===== src/rtl/queue_stream_reader_pkg.sv =====
// Shared types and widths for the event-queue stream reader.
package queue_stream_reader_pkg;
  localparam int EVT_W = 8;
  localparam int CNT_W = 16;
  typedef logic [EVT_W-1:0] evt_t;
endpackage


===== src/rtl/queue_stream_reader_evt_fifo.sv =====
// Small synchronous FIFO holding events returned by the SRAM; head is read
// from registered storage so downstream never sees the raw SRAM port.
module evt_fifo
  import queue_stream_reader_pkg::*;
#(
  parameter int DATA_W = EVT_W,
  parameter int DEPTH  = 2,
  localparam int PTR_W = (DEPTH > 1) ? $clog2(DEPTH) : 1,
  localparam int OCC_W = $clog2(DEPTH) + 1
) (
  input  logic              clk,
  input  logic              rst,
  input  logic              i_push,
  input  logic              i_pop,
  input  logic [DATA_W-1:0] i_data,
  output logic [DATA_W-1:0] o_head,
  output logic [OCC_W-1:0]  o_occ
);

  logic [DATA_W-1:0] r_mem [DEPTH];
  logic [PTR_W-1:0]  r_wr_ptr;
  logic [PTR_W-1:0]  r_rd_ptr;
  logic [OCC_W-1:0]  r_occ;

  // Pointers wrap explicitly so DEPTH need not be a power of two.
  function automatic logic [PTR_W-1:0] ptr_inc(input logic [PTR_W-1:0] p);
    return (p == PTR_W'(DEPTH - 1)) ? '0 : p + 1'b1;
  endfunction

  always_ff @(posedge clk) begin
    if (rst) begin
      for (int i = 0; i < DEPTH; i++) r_mem[i] <= '0;
    end else if (i_push) begin
      r_mem[r_wr_ptr] <= i_data;
    end
  end

  always_ff @(posedge clk) begin
    if (rst) begin
      r_wr_ptr <= '0;
      r_rd_ptr <= '0;
      r_occ    <= '0;
    end else begin
      if (i_push) r_wr_ptr <= ptr_inc(r_wr_ptr);
      if (i_pop)  r_rd_ptr <= ptr_inc(r_rd_ptr);
      r_occ <= r_occ + OCC_W'(i_push) - OCC_W'(i_pop);
    end
  end

  assign o_head = r_mem[r_rd_ptr];
  assign o_occ  = r_occ;

endmodule


===== src/rtl/queue_stream_reader.sv =====
// Drains the SRAM event queue into a valid/ready stream, issuing reads only
// when FIFO space is guaranteed and never in a queue insert cycle.
module queue_stream_reader
  import queue_stream_reader_pkg::*;
#(
  parameter int DATA_W = EVT_W,
  parameter int DEPTH  = 2,
  parameter int CNT_W  = queue_stream_reader_pkg::CNT_W
) (
  input  logic              clk,
  input  logic              rst,
  input  logic              en_i,
  input  logic              q_valid_i,
  input  logic              q_insert_i,
  input  logic [DATA_W-1:0] q_data_i,
  output logic              q_read_o,
  output logic              m_valid_o,
  input  logic              m_ready_i,
  output logic [DATA_W-1:0] m_data_o,
  output logic              busy_o,
  output logic [CNT_W-1:0]  count_o
);

  localparam int OCC_W = $clog2(DEPTH) + 1;
  localparam int A_W   = $clog2(DEPTH) + 2;

  logic              r_inflight;
  logic [CNT_W-1:0]  r_count;
  logic [OCC_W-1:0]  w_occ;
  logic [DATA_W-1:0] w_head;
  logic              w_pop;
  logic [A_W-1:0]    w_level;
  logic              w_room;

  assign m_valid_o = (w_occ != '0);
  assign w_pop     = m_valid_o & m_ready_i;

  // Space check counts the read already in flight and credits this cycle's pop.
  assign w_level  = A_W'(w_occ) + A_W'(r_inflight) - A_W'(w_pop);
  assign w_room   = (w_level < A_W'(DEPTH));
  assign q_read_o = ~rst & en_i & q_valid_i & ~q_insert_i & w_room;

  always_ff @(posedge clk) begin
    if (rst) begin
      r_inflight <= 1'b0;
      r_count    <= '0;
    end else begin
      r_inflight <= q_read_o;
      if (w_pop) r_count <= r_count + 1'b1;
    end
  end

  evt_fifo #(
    .DATA_W (DATA_W),
    .DEPTH  (DEPTH)
  ) u_fifo (
    .clk    (clk),
    .rst    (rst),
    .i_push (r_inflight),
    .i_pop  (w_pop),
    .i_data (q_data_i),
    .o_head (w_head),
    .o_occ  (w_occ)
  );

  assign m_data_o = w_head;
  assign busy_o   = r_inflight | m_valid_o;
  assign count_o  = r_count;

endmodule

===== config.mk =====
export PLATFORM = sky130hd
export DESIGN_NAME = queue_stream_reader
export DESIGN_NICKNAME = d
export VERILOG_FILES = /design/src/rtl/queue_stream_reader_pkg.sv /design/src/rtl/queue_stream_reader_evt_fifo.sv /design/src/rtl/queue_stream_reader.sv
export SDC_FILE = /design/constraint.sdc
export NUM_CORES = 1
export LEC_CHECK = 0
export CORE_AREA = 4 4 75 77
export DETAILED_ROUTE_END_ITERATION = 7
export DIE_AREA = 0 0 79 81
export PLACE_DENSITY = 0.63
export SYNTH_ARGS = -nofsm -noshare
export SYNTH_HDL_FRONTEND = slang
export SYNTH_SLANG_ARGS = --single-unit

===== constraint.sdc =====
create_clock -name clk -period 5.32 [get_ports clk]
set_input_delay 1.064 -clock clk [delete_from_list [all_inputs] [get_ports clk]]
set_output_delay 1.064 -clock clk [all_outputs]
set_load 0.01 [all_outputs]

==> results of run 1 <==
## critical path: stages
cell and delay, ps:
clkdlybuf4s50_1 410, o21ai_2 110, inv_2 140, ha_1 300
inv_1 40, ha_1 180, fa_1 450, nor2_1 100
nand3_1 90, nor3_1 150, clkdlybuf4s50_1 560
## layer usage
layer / up-vias / GRT usage [%] / wire length, um
met4: 0 / 4.64 / 32
met5: - / 0 / 0
li1: 631 / - / -
met2: 30 / 20.0 / 1630
met3: 2 / 4.55 / 198
met1: 569 / 14.0 / 1520
## worst max path at each step
stage	to	startpoint	cells after the start	slack (ps)
2_1_floorplan	q_read_o	m_ready_i	9	1630
3_3_place_gp	q_read_o	m_ready_i	11	680
3_5_place_dp	q_read_o	m_ready_i	11	660
4_1_cts	q_read_o	m_ready_i	11	630
5_1_grt	q_read_o	m_ready_i	11	510
6_report	q_read_o	m_ready_i	11	650
## through the flow
stage / instance area (um^2) / instances / setup slack, ps
after global routing: 2250 / 269 / 509
after detailed placement: 2170 / 261 / 660
final: 2250 / 269 / 652
after floorplan: 1690 / 155 / 1630
after CTS: 2250 / 269 / 630
after global placement: 2170 / 261 / 678
## cells by family (layout without fill, tap and decap cells)
logic type               count (synthesis)  in the layout
flip-flops                              38             38
AO/OA/AOI/OAI                           15             15
AND/OR/NAND/NOR                         66             66
adder cells (fa/ha/maj)                  4              4
multiplexers                             8              8
XOR/XNOR                                12             12
buffers and inverters                   12             56
## power by group through the flow
stage	combinational, mW	sequential (mW)	clock (mW)
final	0.207	0.360	0.188
after global routing	0.227	0.366	0.211
after CTS	0.211	0.361	0.198
after detailed placement	0.209	0.367	0
after global placement	0.207	0.367	0
after floorplan	0.127	0.353	0
## placed cells by master, fill, tap and decap left out, drive strengths merged
cell type	n
xor2	6
nor2b	2
nor2	13
mux2	8
inv	7
and3	1
or3	3
nand2	7
a21o	1
nand4	4
and4	2
a21oi	7
o21ai	3
or4	4
o31ai	4
nand3	6
edfxtp	16
fa	1
xnor2	6
nor3	3
nor3b	3
and2	16
dfxtp	22
or2	2
buf	1
clkbuf	6
clkinv	2
clkdlybuf4s50	40
ha	3
## state kept, by name, summed over array words and instances, names as in the netlist, named ones only
name	flops
count_o	16
u_fifo.r_mem	16
u_fifo.o_occ	2
r_inflight	1
u_fifo.r_rd_ptr	1
u_fifo.r_wr_ptr	1
## area by class of cell
cell class	count	area (um^2)
inverters	7	26.3
fillers	509	2760
repair buffers	41	408
clock inverters	2	8.76
multi-input cells	105	727
flip-flops and latches	38	921
clock buffers	6	72.6
well taps	70	87.6
==> metrics.txt, run 1 <==
status complete, no violations; crit path max fanout 10; Skew-Pair Late Insertion Delay 280 ps; Hold Slack 491 ps; crit end category primary output; hold path depth 2; Max Slew Vio Count 0; post-synthesis instance total 155; iteration count of the initial detailed-routing pass 4; DRT iter0 DRCs 57; complex-gate fraction of the synthesized area 5.39%; clock transition at the registers of the reported paths 70 ps; clock buffer depth 2; first-pass GRT wire length 5930 um; worst min-delay path class reg2reg; Logic pwr share 27.4%; Post-synth EDFFs 16; RSZ-0062 raised after global routing false; Seq/Total Area, Yosys 54.4%; I/O Buffers 40; post_cts resized 0; vertical die dimension 81 um; worst flop-to-flop path startpoint u_fifo.o_occ[1]; async set or reset register ratio after synthesis 0%; Switch Pwr 211 uW; Layout area overhead 32.9%; slew margin rel. 43.0%; total power draw 754 uW; die width 79 um; clock share of power 24.9%; post-synth top area share 28.4%; layout cells sized above 1 10.6%; post-synthesis mux area share 5.32%; internal power 543 uW; Final setup viols 0; xor and xnor area share after synthesis 6.20%; Yosys warnings 0; DP HPWL 2410 um; P_leak 0.809 nW; Vias/cell 4.58; Hold Crit Start count_o[15]; maximum VDD drop 262 uV; GRT overflow 0; CP Data Required Time 4260 ps; vias in the first global route 1,258; CTS tree built; Hold Crit Endpoint count_o[15]; max_cap viols 0; WP data arrival 3600 ps; Final Cycle Share 87.7%; Hold Buf Count CTS 0; Max Clk Rate 0.214 GHz; register-to-register setup slack 3200 ps; overall routing resource usage 12.0%; post-synthesis adder-cell area fraction 3.40%; antenna-violating nets left 0; RR Endpoint r_inflight; type of origin of the critical path input port; CTS root buffer clkbuf_8; starting density of the core 33.8%; syn avg cell area 10.9 um^2; synth cell count leaders dfxtp_1 (22), and2_1 (16), edfxtp_1 (16), nor2_1 (13), mux2_2 (8); nets 216; # rows 26; Num CTS Buffers 5; total wire length 3370 um; #FFs+latches synth 38; ant diodes 0; Seq pwr share 47.7%; Setup Total Neg Slack 0 ps; worst slew pin tran 853 ps; endpoints failing hold 0; # DRC 0; Net Sw Frac 28.0%; Synth area leaders edfxtp_1 (28%), dfxtp_1 (26%), and2_1 (5.9%); RePlAce Congestion 0.755; initial antenna violation count 0; Layout Utilization 44.9%; H-tree depth reported by CTS 2; Post-CTS Setup Bufs 0; Worst Clk Skew 3.43 ps; most frequent cell after synthesis dfxtp_1; Die ar. 6400 um^2; FF-to-FF path depth 9; Worst Setup Path Type in2out; Core Box Area 5010 um^2; Netlist cell types 32; largest family of logic cells by synthesized area simple AND/OR/NAND/NOR gates; Top Ports 41; Via Count 1,232; Main synth FF type dfxtp_1; synthesized net count 173; PD cells 335 nW/um^2; Synth Cell Area 1690 um^2; minimum clock period 4670 ps; Synth Area in Simple Gates 22.6%; CTS Sinks 38; area leader, netlist edfxtp_1; pin count of the biggest net entering global routing 28; DR WL/cell 12.5 um
No activity file was read; power rests on OpenSTA's default activity.
==> run 2, diff against run 1 <==
- CAP_MARGIN: default -> 20
==> results of run 2 <==
The final DEF is identical to that of run 1; final timing and power are the same.
==> run 3, diff against run 2 <==
- CELL_PAD_IN_SITES_DETAIL_PLACEMENT: default -> 0
- CELL_PAD_IN_SITES_GLOBAL_PLACEMENT: default -> 1
- MAX_ROUTING_LAYER: default -> met4
- PLACE_DENSITY: 0.63 -> 0.76
==> metrics.txt, run 3 (same netlist as run 1, synthesis figures left out) <==
status complete, no violations; antenna-violating nets left 0; pre-CTS setup slack 645 ps; # rows 26; Die ar. 6400 um^2; Hold Buf Count CTS 0; overall routing resource usage 11.1%; Core Box Area 5010 um^2; minimum clock period 4660 ps; CP max-delay cell clkdlybuf4s50_1; PD cells 371 nW/um^2; CP bufs+invs 4; post_cts resized 0; GRT overflow 0; DP HPWL 2280 um; starting density of the core 33.8%; peak per-stage delay on the critical path 560 ps; Top Ports 41; wl on met1 1550 um; layout cells sized above 1 11.1%; Via Count 1,213; slew margin rel. 38.2%; P_leak 0.832 nW; Final setup viols 0; nets 216; iteration count of the initial detailed-routing pass 7; DR WL/cell 12.0 um; Max Slew Vio Count 0; Worst Clk Skew 3.60 ps; vias in the first global route 1,166; first-pass GRT wire length 5430 um; FILL cells 505; max_cap viols 0; CTS Sinks 38; length of routed met2 wiring 1490 um; WP data arrival 3590 ps; most common cell after layout, fill and taps aside clkdlybuf4s50_1; total wire length 3240 um; pin count of the biggest net entering global routing 28; I/O Buffers 40; maximum VDD drop 206 uV; Max Clk Rate 0.215 GHz; RSZ-0062 raised after global routing false; worst slew pin tran 926 ps; H-tree depth reported by CTS 2; RePlAce Congestion 0.747; die width 79 um; DRT iter0 DRCs 64; clock transition at the registers of the reported paths 70 ps; metal3 WL 124 um; Layout area overhead 35.9%; ant diodes 0; worst min-delay path class reg2reg; CTS tree built; vertical die dimension 81 um; highest-count cells in the layout ignoring fill and taps clkdlybuf4s50_1 (40), dfxtp_1 (22), and2_1 (16), edfxtp_1 (16), nor2_1 (13); worst-path cell chain clkdlybuf4s50_1 -> o21ai_2 -> inv_2 -> ha_1 -> inv_1 -> ha_1 -> fa_1 -> nor2_1 -> nand3_1 -> nor3_1 -> clkdlybuf4s50_1; Num CTS Buffers 5; crit end category primary output; type of origin of the critical path input port; Vias/cell 4.51; Skew-Pair Late Insertion Delay 280 ps; Setup Total Neg Slack 0 ps; Final Cycle Share 87.6%; clock buffer depth 2; Post-CTS Setup Bufs 0; multi-input logic area 727 um^2; # DRC 0; Worst Setup Path Type in2out; final setup margin 662 ps; CP Data Required Time 4260 ps; endpoints failing hold 0; Top Metal Used met4; crit path max fanout 10; initial antenna violation count 0; Hold Slack 491 ps; delay-heaviest family, CP buffers and inverters; sequential cell area 921 um^2; CTS root buffer clkbuf_8
[run 3: cell types whose count changed in the layout (fill, tap and decap cells not counted)]
cell and delta:
clkinv_2 -1, bufinv_16 +2, clkbuf_1 -1
[run 3: path summary, 6_finish.rpt]
kind	cells after the start	start	slack (ps)	to
max	11	m_ready_i	660	q_read_o
min	2	count_o[15]	490	count_o[15]
max reg2reg	9	u_fifo.o_occ[1]	3210	r_inflight
min reg2reg	2	count_o[15]	490	count_o[15]
[run 3: final cells by class]
type | instances | share of cell area (%)
clock buffer | 5 | 2.99
clock inverter | 3 | 2.77
inverter | 7 | 1.14
multi-input combinational | 105 | 31.6
sequential | 38 | 40.0
tap | 70 | 3.80
timing repair buffer | 41 | 17.7
[run 3: power by group]
part	total [mW]	internal [mW]	leakage [nW]	switching (mW)
clock	0.287	0.186	0.0658	0.101
combinational	0.207	0.122	0.423	0.0848
sequential	0.359	0.331	0.343	0.0282
[run 3: through the flow]
| stage | instance area, um^2 | instances | utilization, % | total power, mW |
|---|---|---|---|---|
| floorplan | 1690 | 155 | - | 0.481 |
| CTS | 2300 | 269 | 46.0 | 0.864 |
| global route | 2300 | 269 | 46.0 | 0.899 |
| detailed placement | 2170 | 261 | 43.3 | 0.573 |
| global placement | 2170 | 261 | 43.3 | 0.574 |
| finish | 2300 | 269 | 46.0 | 0.853 |
[run 3: worst min-delay path, cell delays in order, from the launching register on]
cell	delay, ps
dfxtp_1	320
o31ai_1	70
a21oi_1	60
[run 3: per-layer routing]
layer / global-route usage [%] / vias to the layer above
met1: 13.7 / 551
li1: - / 628
met4: 5.15 / 0
met2: 17.8 / 27
met3: 2.11 / 7
met5: - / -
==> variant 1: new RTL, flow settings as in run 1 <==
Make the reset (`rst`) asynchronous in 3 clocked blocks.
--- a/src/rtl/queue_stream_reader_evt_fifo.sv
+++ b/src/rtl/queue_stream_reader_evt_fifo.sv
@@ -27,7 +27,7 @@
     return (p == PTR_W'(DEPTH - 1)) ? '0 : p + 1'b1;
   endfunction
 
-  always_ff @(posedge clk) begin
+  always_ff @(posedge clk or posedge rst) begin
     if (rst) begin
       for (int i = 0; i < DEPTH; i++) r_mem[i] <= '0;
     end else if (i_push) begin
@@ -35,7 +35,7 @@
     end
   end
 
-  always_ff @(posedge clk) begin
+  always_ff @(posedge clk or posedge rst) begin
     if (rst) begin
       r_wr_ptr <= '0;
       r_rd_ptr <= '0;
--- a/src/rtl/queue_stream_reader.sv
+++ b/src/rtl/queue_stream_reader.sv
@@ -40,7 +40,7 @@
   assign w_room   = (w_level < A_W'(DEPTH));
   assign q_read_o = ~rst & en_i & q_valid_i & ~q_insert_i & w_room;
 
-  always_ff @(posedge clk) begin
+  always_ff @(posedge clk or posedge rst) begin
     if (rst) begin
       r_inflight <= 1'b0;
       r_count    <= '0;
Check against the original RTL: differs if rst is asserted again (counterexample within 4 cycles, from zero or initial values and one cycle with rst high); with rst held inactive, the same outputs for 10 cycles.
==> variant 1 against run 1 <==
Register-to-register slack worse by 0.29 ns. Maximum frequency down 3.9%. Global-route usage is 0.33 points lower. Synthesized area is 2.6% lower. Design area fell by 1.3%. Clock power up 4%. Power rose by 41%. Utilization shrank 0.57 points. Worst setup slack lost 0.19 ns. Final cell count is 10% lower. Sequential cell count is 1 lower. Critical path depth decreased by 1. Routed wire length is 1.5% lower.
==> variant 1: results (changes against run 1) <==
Status
  • Status: completed (unchanged)

Layout
  • Multi-input gates: 79 (was 105)
  • Area Growth Syn to Fin: 34.65% (was 32.87%)
  • Non-Filler Instances: 241 (was 269)
  • Share of cells above drive strength 1: 0.2164 (was 0.1055)
  • NonClk Buf Share: 0.1836 (was 0.1812)
  • Clkbuf count: 7 (was 6)
  • Register area: 925.9 sq um (was 920.9 sq um)

Logic synthesis
  • Area contributors post-synth: dfrtp_1, mux2_2, xnor2_1, xor2_1, ha_1 (was edfxtp_1, dfxtp_1, and2_1, mux2_2, xnor2_1)
  • Synth Area in XOR/XNOR: 0.09553 (was 0.06204)
  • Syn nets: 143 (was 173)
  • Post-Synth Adder-Cell Area: 0.03487 (was 0.03397)
  • Seq/Total Area, Yosys: 0.5610 (was 0.5436)
  • Post-synthesis cell type count: 22 (was 32)
  • Mux contribution to synthesized area: 0.1638 (was 0.05318)

Critical path
  • Max incr delay on CP: 0.54 ns (was 0.56 ns)
  • CP Max Fanout: 8 (was 10)
  • Worst Path Arrival: 3.79 ns (was 3.60 ns)

Detailed routing
  • Starting DRC count in detailed routing: 37 (was 57)
  • Vias per cell: 4.527 (was 4.580)
  • Routed Wire Length: 3325 microns (was 3374 microns)

Placed design
  • Hpwl dp: 2383 microns (was 2406 microns)
  • Pre-CTS setup slack: 0.4656 ns (was 0.6595 ns)
  • Placed insts: 234 (was 261)

Power
  • P_leak: 0.0009737 uW (was 0.0008089 uW)
  • Peak VDD IR: 0.2110 mV (was 0.2616 mV)
  • Combinational share of power: 0.384 (was 0.274)
==> variant 1: layer usage <==
layer | track usage | part of all wire
met2 | 0.1911 | 0.47
met3 | 0.03659 | 0.052
met4 | 0.05155 | 0.011
met1 | 0.1419 | 0.47
met5 | 0 | 0
==> variant 1: final timing paths <==
check                                                 start  slack (ns)                           to  cells past startpoint
min in group asynchronous                               rst        0.95         r_inflight$_DFF_PP0_                      2
worst min register to register  u_fifo.r_wr_ptr$_DFFE_PP0P_        0.49  u_fifo.r_wr_ptr$_DFFE_PP0P_                      1
max in group asynchronous                               rst        3.73  u_fifo.r_mem[5]$_DFFE_PP0P_                      3
worst min-delay path            u_fifo.r_wr_ptr$_DFFE_PP0P_        0.49  u_fifo.r_wr_ptr$_DFFE_PP0P_                      1
worst max-delay path                              m_ready_i        0.46                     q_read_o                     10
worst max register to register    u_fifo.o_occ[1]$_DFF_PP0_        2.91         r_inflight$_DFF_PP0_                      8
==> variant 2: new RTL, config.mk and constraints of run 1 <==
Made on the original files. `DEPTH` is set to 2 in 2 places; all go to 1.
--- a/src/rtl/queue_stream_reader_evt_fifo.sv
+++ b/src/rtl/queue_stream_reader_evt_fifo.sv
@@ -4,7 +4,7 @@
   import queue_stream_reader_pkg::*;
 #(
   parameter int DATA_W = EVT_W,
-  parameter int DEPTH  = 2,
+  parameter int DEPTH  = 1,
   localparam int PTR_W = (DEPTH > 1) ? $clog2(DEPTH) : 1,
   localparam int OCC_W = $clog2(DEPTH) + 1
 ) (
--- a/src/rtl/queue_stream_reader.sv
+++ b/src/rtl/queue_stream_reader.sv
@@ -4,7 +4,7 @@
   import queue_stream_reader_pkg::*;
 #(
   parameter int DATA_W = EVT_W,
-  parameter int DEPTH  = 2,
+  parameter int DEPTH  = 1,
   parameter int CNT_W  = queue_stream_reader_pkg::CNT_W
 ) (
   input  logic              clk,
Formal check against the unedited RTL: not equivalent (a bounded check fails within 4 cycles, from zero or initial values and one cycle with rst high).
==> variant 2 against run 1 <==
Power fell by 52%. Routed wire length fell by 29%. Synthesized area fell by 34%. Via count down 28%. Clock power shrank 33%. Global-route usage shrank 4.0 points. Design area decreased by 27%. Register-to-register slack improved by 0.59 ns. Sequential cell count is 12 lower. Maximum frequency increased by 17%. Worst setup slack better by 0.68 ns. Critical endpoint unchanged. Largest power group unchanged. Highest routed layer unchanged.
==> variant 2: results (changes against run 1) <==
Status
  • Status: completed (unchanged)

Logic synthesis
  • Post-synthesis cell type count: 25 (was 32)
  • Syn_area_per_cell: 10.58 sq um (was 10.93 sq um)
  • Seq/Total Area, Yosys: 0.5405 (was 0.5436)
  • Area contributors post-synth: dfxtp_1, edfxtp_1, xor2_1, and2_1, nor2_1 (was edfxtp_1, dfxtp_1, and2_1, mux2_2, xnor2_1)
  • Top cells by count, synth: dfxtp_1, nor2_1, and2_1, xor2_1, edfxtp_1 (was dfxtp_1, and2_1, edfxtp_1)

GRT
  • Pin count of the biggest net entering global routing: 21 (was 28)
  • Met1 Usage GRT: 0.1020 (was 0.1402)
  • Vias in the first global route: 871 (was 1258)
  • Grt met3 use: 0.02217 (was 0.04545)
  • GR Util met2: 0.1246 (was 0.2003)
  • First-pass GRT wire length: 4036 microns (was 5927 microns)

Placed design
  • Pre-CTS setup slack: 1.295 ns (was 0.6595 ns)
  • Hpwl dp: 1782 microns (was 2406 microns)
  • Placed insts: 213 (was 261)

Detailed routing
  • Wire length per cell: 11.01 microns (was 12.54 microns)
  • Vias per cell: 4.097 (was 4.580)
  • Routed Wire Length: 2390 microns (was 3374 microns)
  • Starting DRC count in detailed routing: 39 (was 57)

Power
  • P_leak: 0.0005777 uW (was 0.0008089 uW)
  • Peak VDD IR: 0.07967 mV (was 0.2616 mV)

Clocking
  • CTS Buf Count: 3 (was 5)
  • Reg clk slew, reported paths: 0.09 ns (was 0.07 ns)
  • Htree depth: 1 (was 2)

Critical path
  • Critical Path Start: rst (was m_ready_i)
  • Worst r2r src: count_o[0]$_SDFFE_PP0P_ (was u_fifo.o_occ[1]$_SDFF_PP0_)
  • Worst Path Arrival: 2.92 ns (was 3.60 ns)
  • Max incr delay on CP: 0.77 ns (was 0.56 ns)
  • Worst R2R Setup Slack: 3.79 ns (was 3.20 ns)

Timing
  • Worst clock skew: 0.002008 ns (was 0.003426 ns)

Layout
  • Register area: 600.6 sq um (was 920.9 sq um)
  • Number of fillers in the final layout: 543 (was 509)
## variant 2: worst paths after layout
kind | to | cells past startpoint
setup / recovery | q_read_o | 4
hold / removal | count_o[15]$_SDFFE_PP0P_ | 2
setup reg to reg | count_o[14]$_SDFFE_PP0P_ | 5
hold reg to reg | count_o[15]$_SDFFE_PP0P_ | 2
## variant 2: cell type report
type	instances	share of cell area
clock buffers	4	0.03343
inverters	1	0.002280
multi-input cells	76	0.3032
flip-flops and latches	26	0.3647
well taps	70	0.05319
repair buffers	40	0.2432
## variant 2: power breakdown
part	switching, uW	total [uW]	leakage, uW	internal, uW
Clock	60.3	126	0.0000288	66.1
Sequential	1.37	209	0.000229	207
Combinational	9.33	25.3	0.000320	15.9
Total	71.0	360	0.000578	289
## variant 2: cell families after synthesis
family	after synthesis	synth area share
AND/OR/NAND/NOR	53	0.2984
flip-flops	26	0.5405
AO/OA/AOI/OAI	11	0.04955
XOR/XNOR	10	0.07883
buffers and inverters	3	0.01013
adder cells (fa/ha/maj)	2	0.02252
## variant 2: metal layers
layer	vias to the layer above	part of all wire	routed length, microns
li1	453	-	-
met1	409	0.45	1070
met2	25	0.47	1129
met3	2	0.066	158
met4	0	0.013	31
met5	-	0	0
## variant 2: worst reg2reg max path: stages (launching register included)
cell     delay (ns)
dfxtp_1        0.40
ha_1           0.19
and4_4         0.29
nand3_4        0.09
or3_1          0.36
a21oi_1        0.14
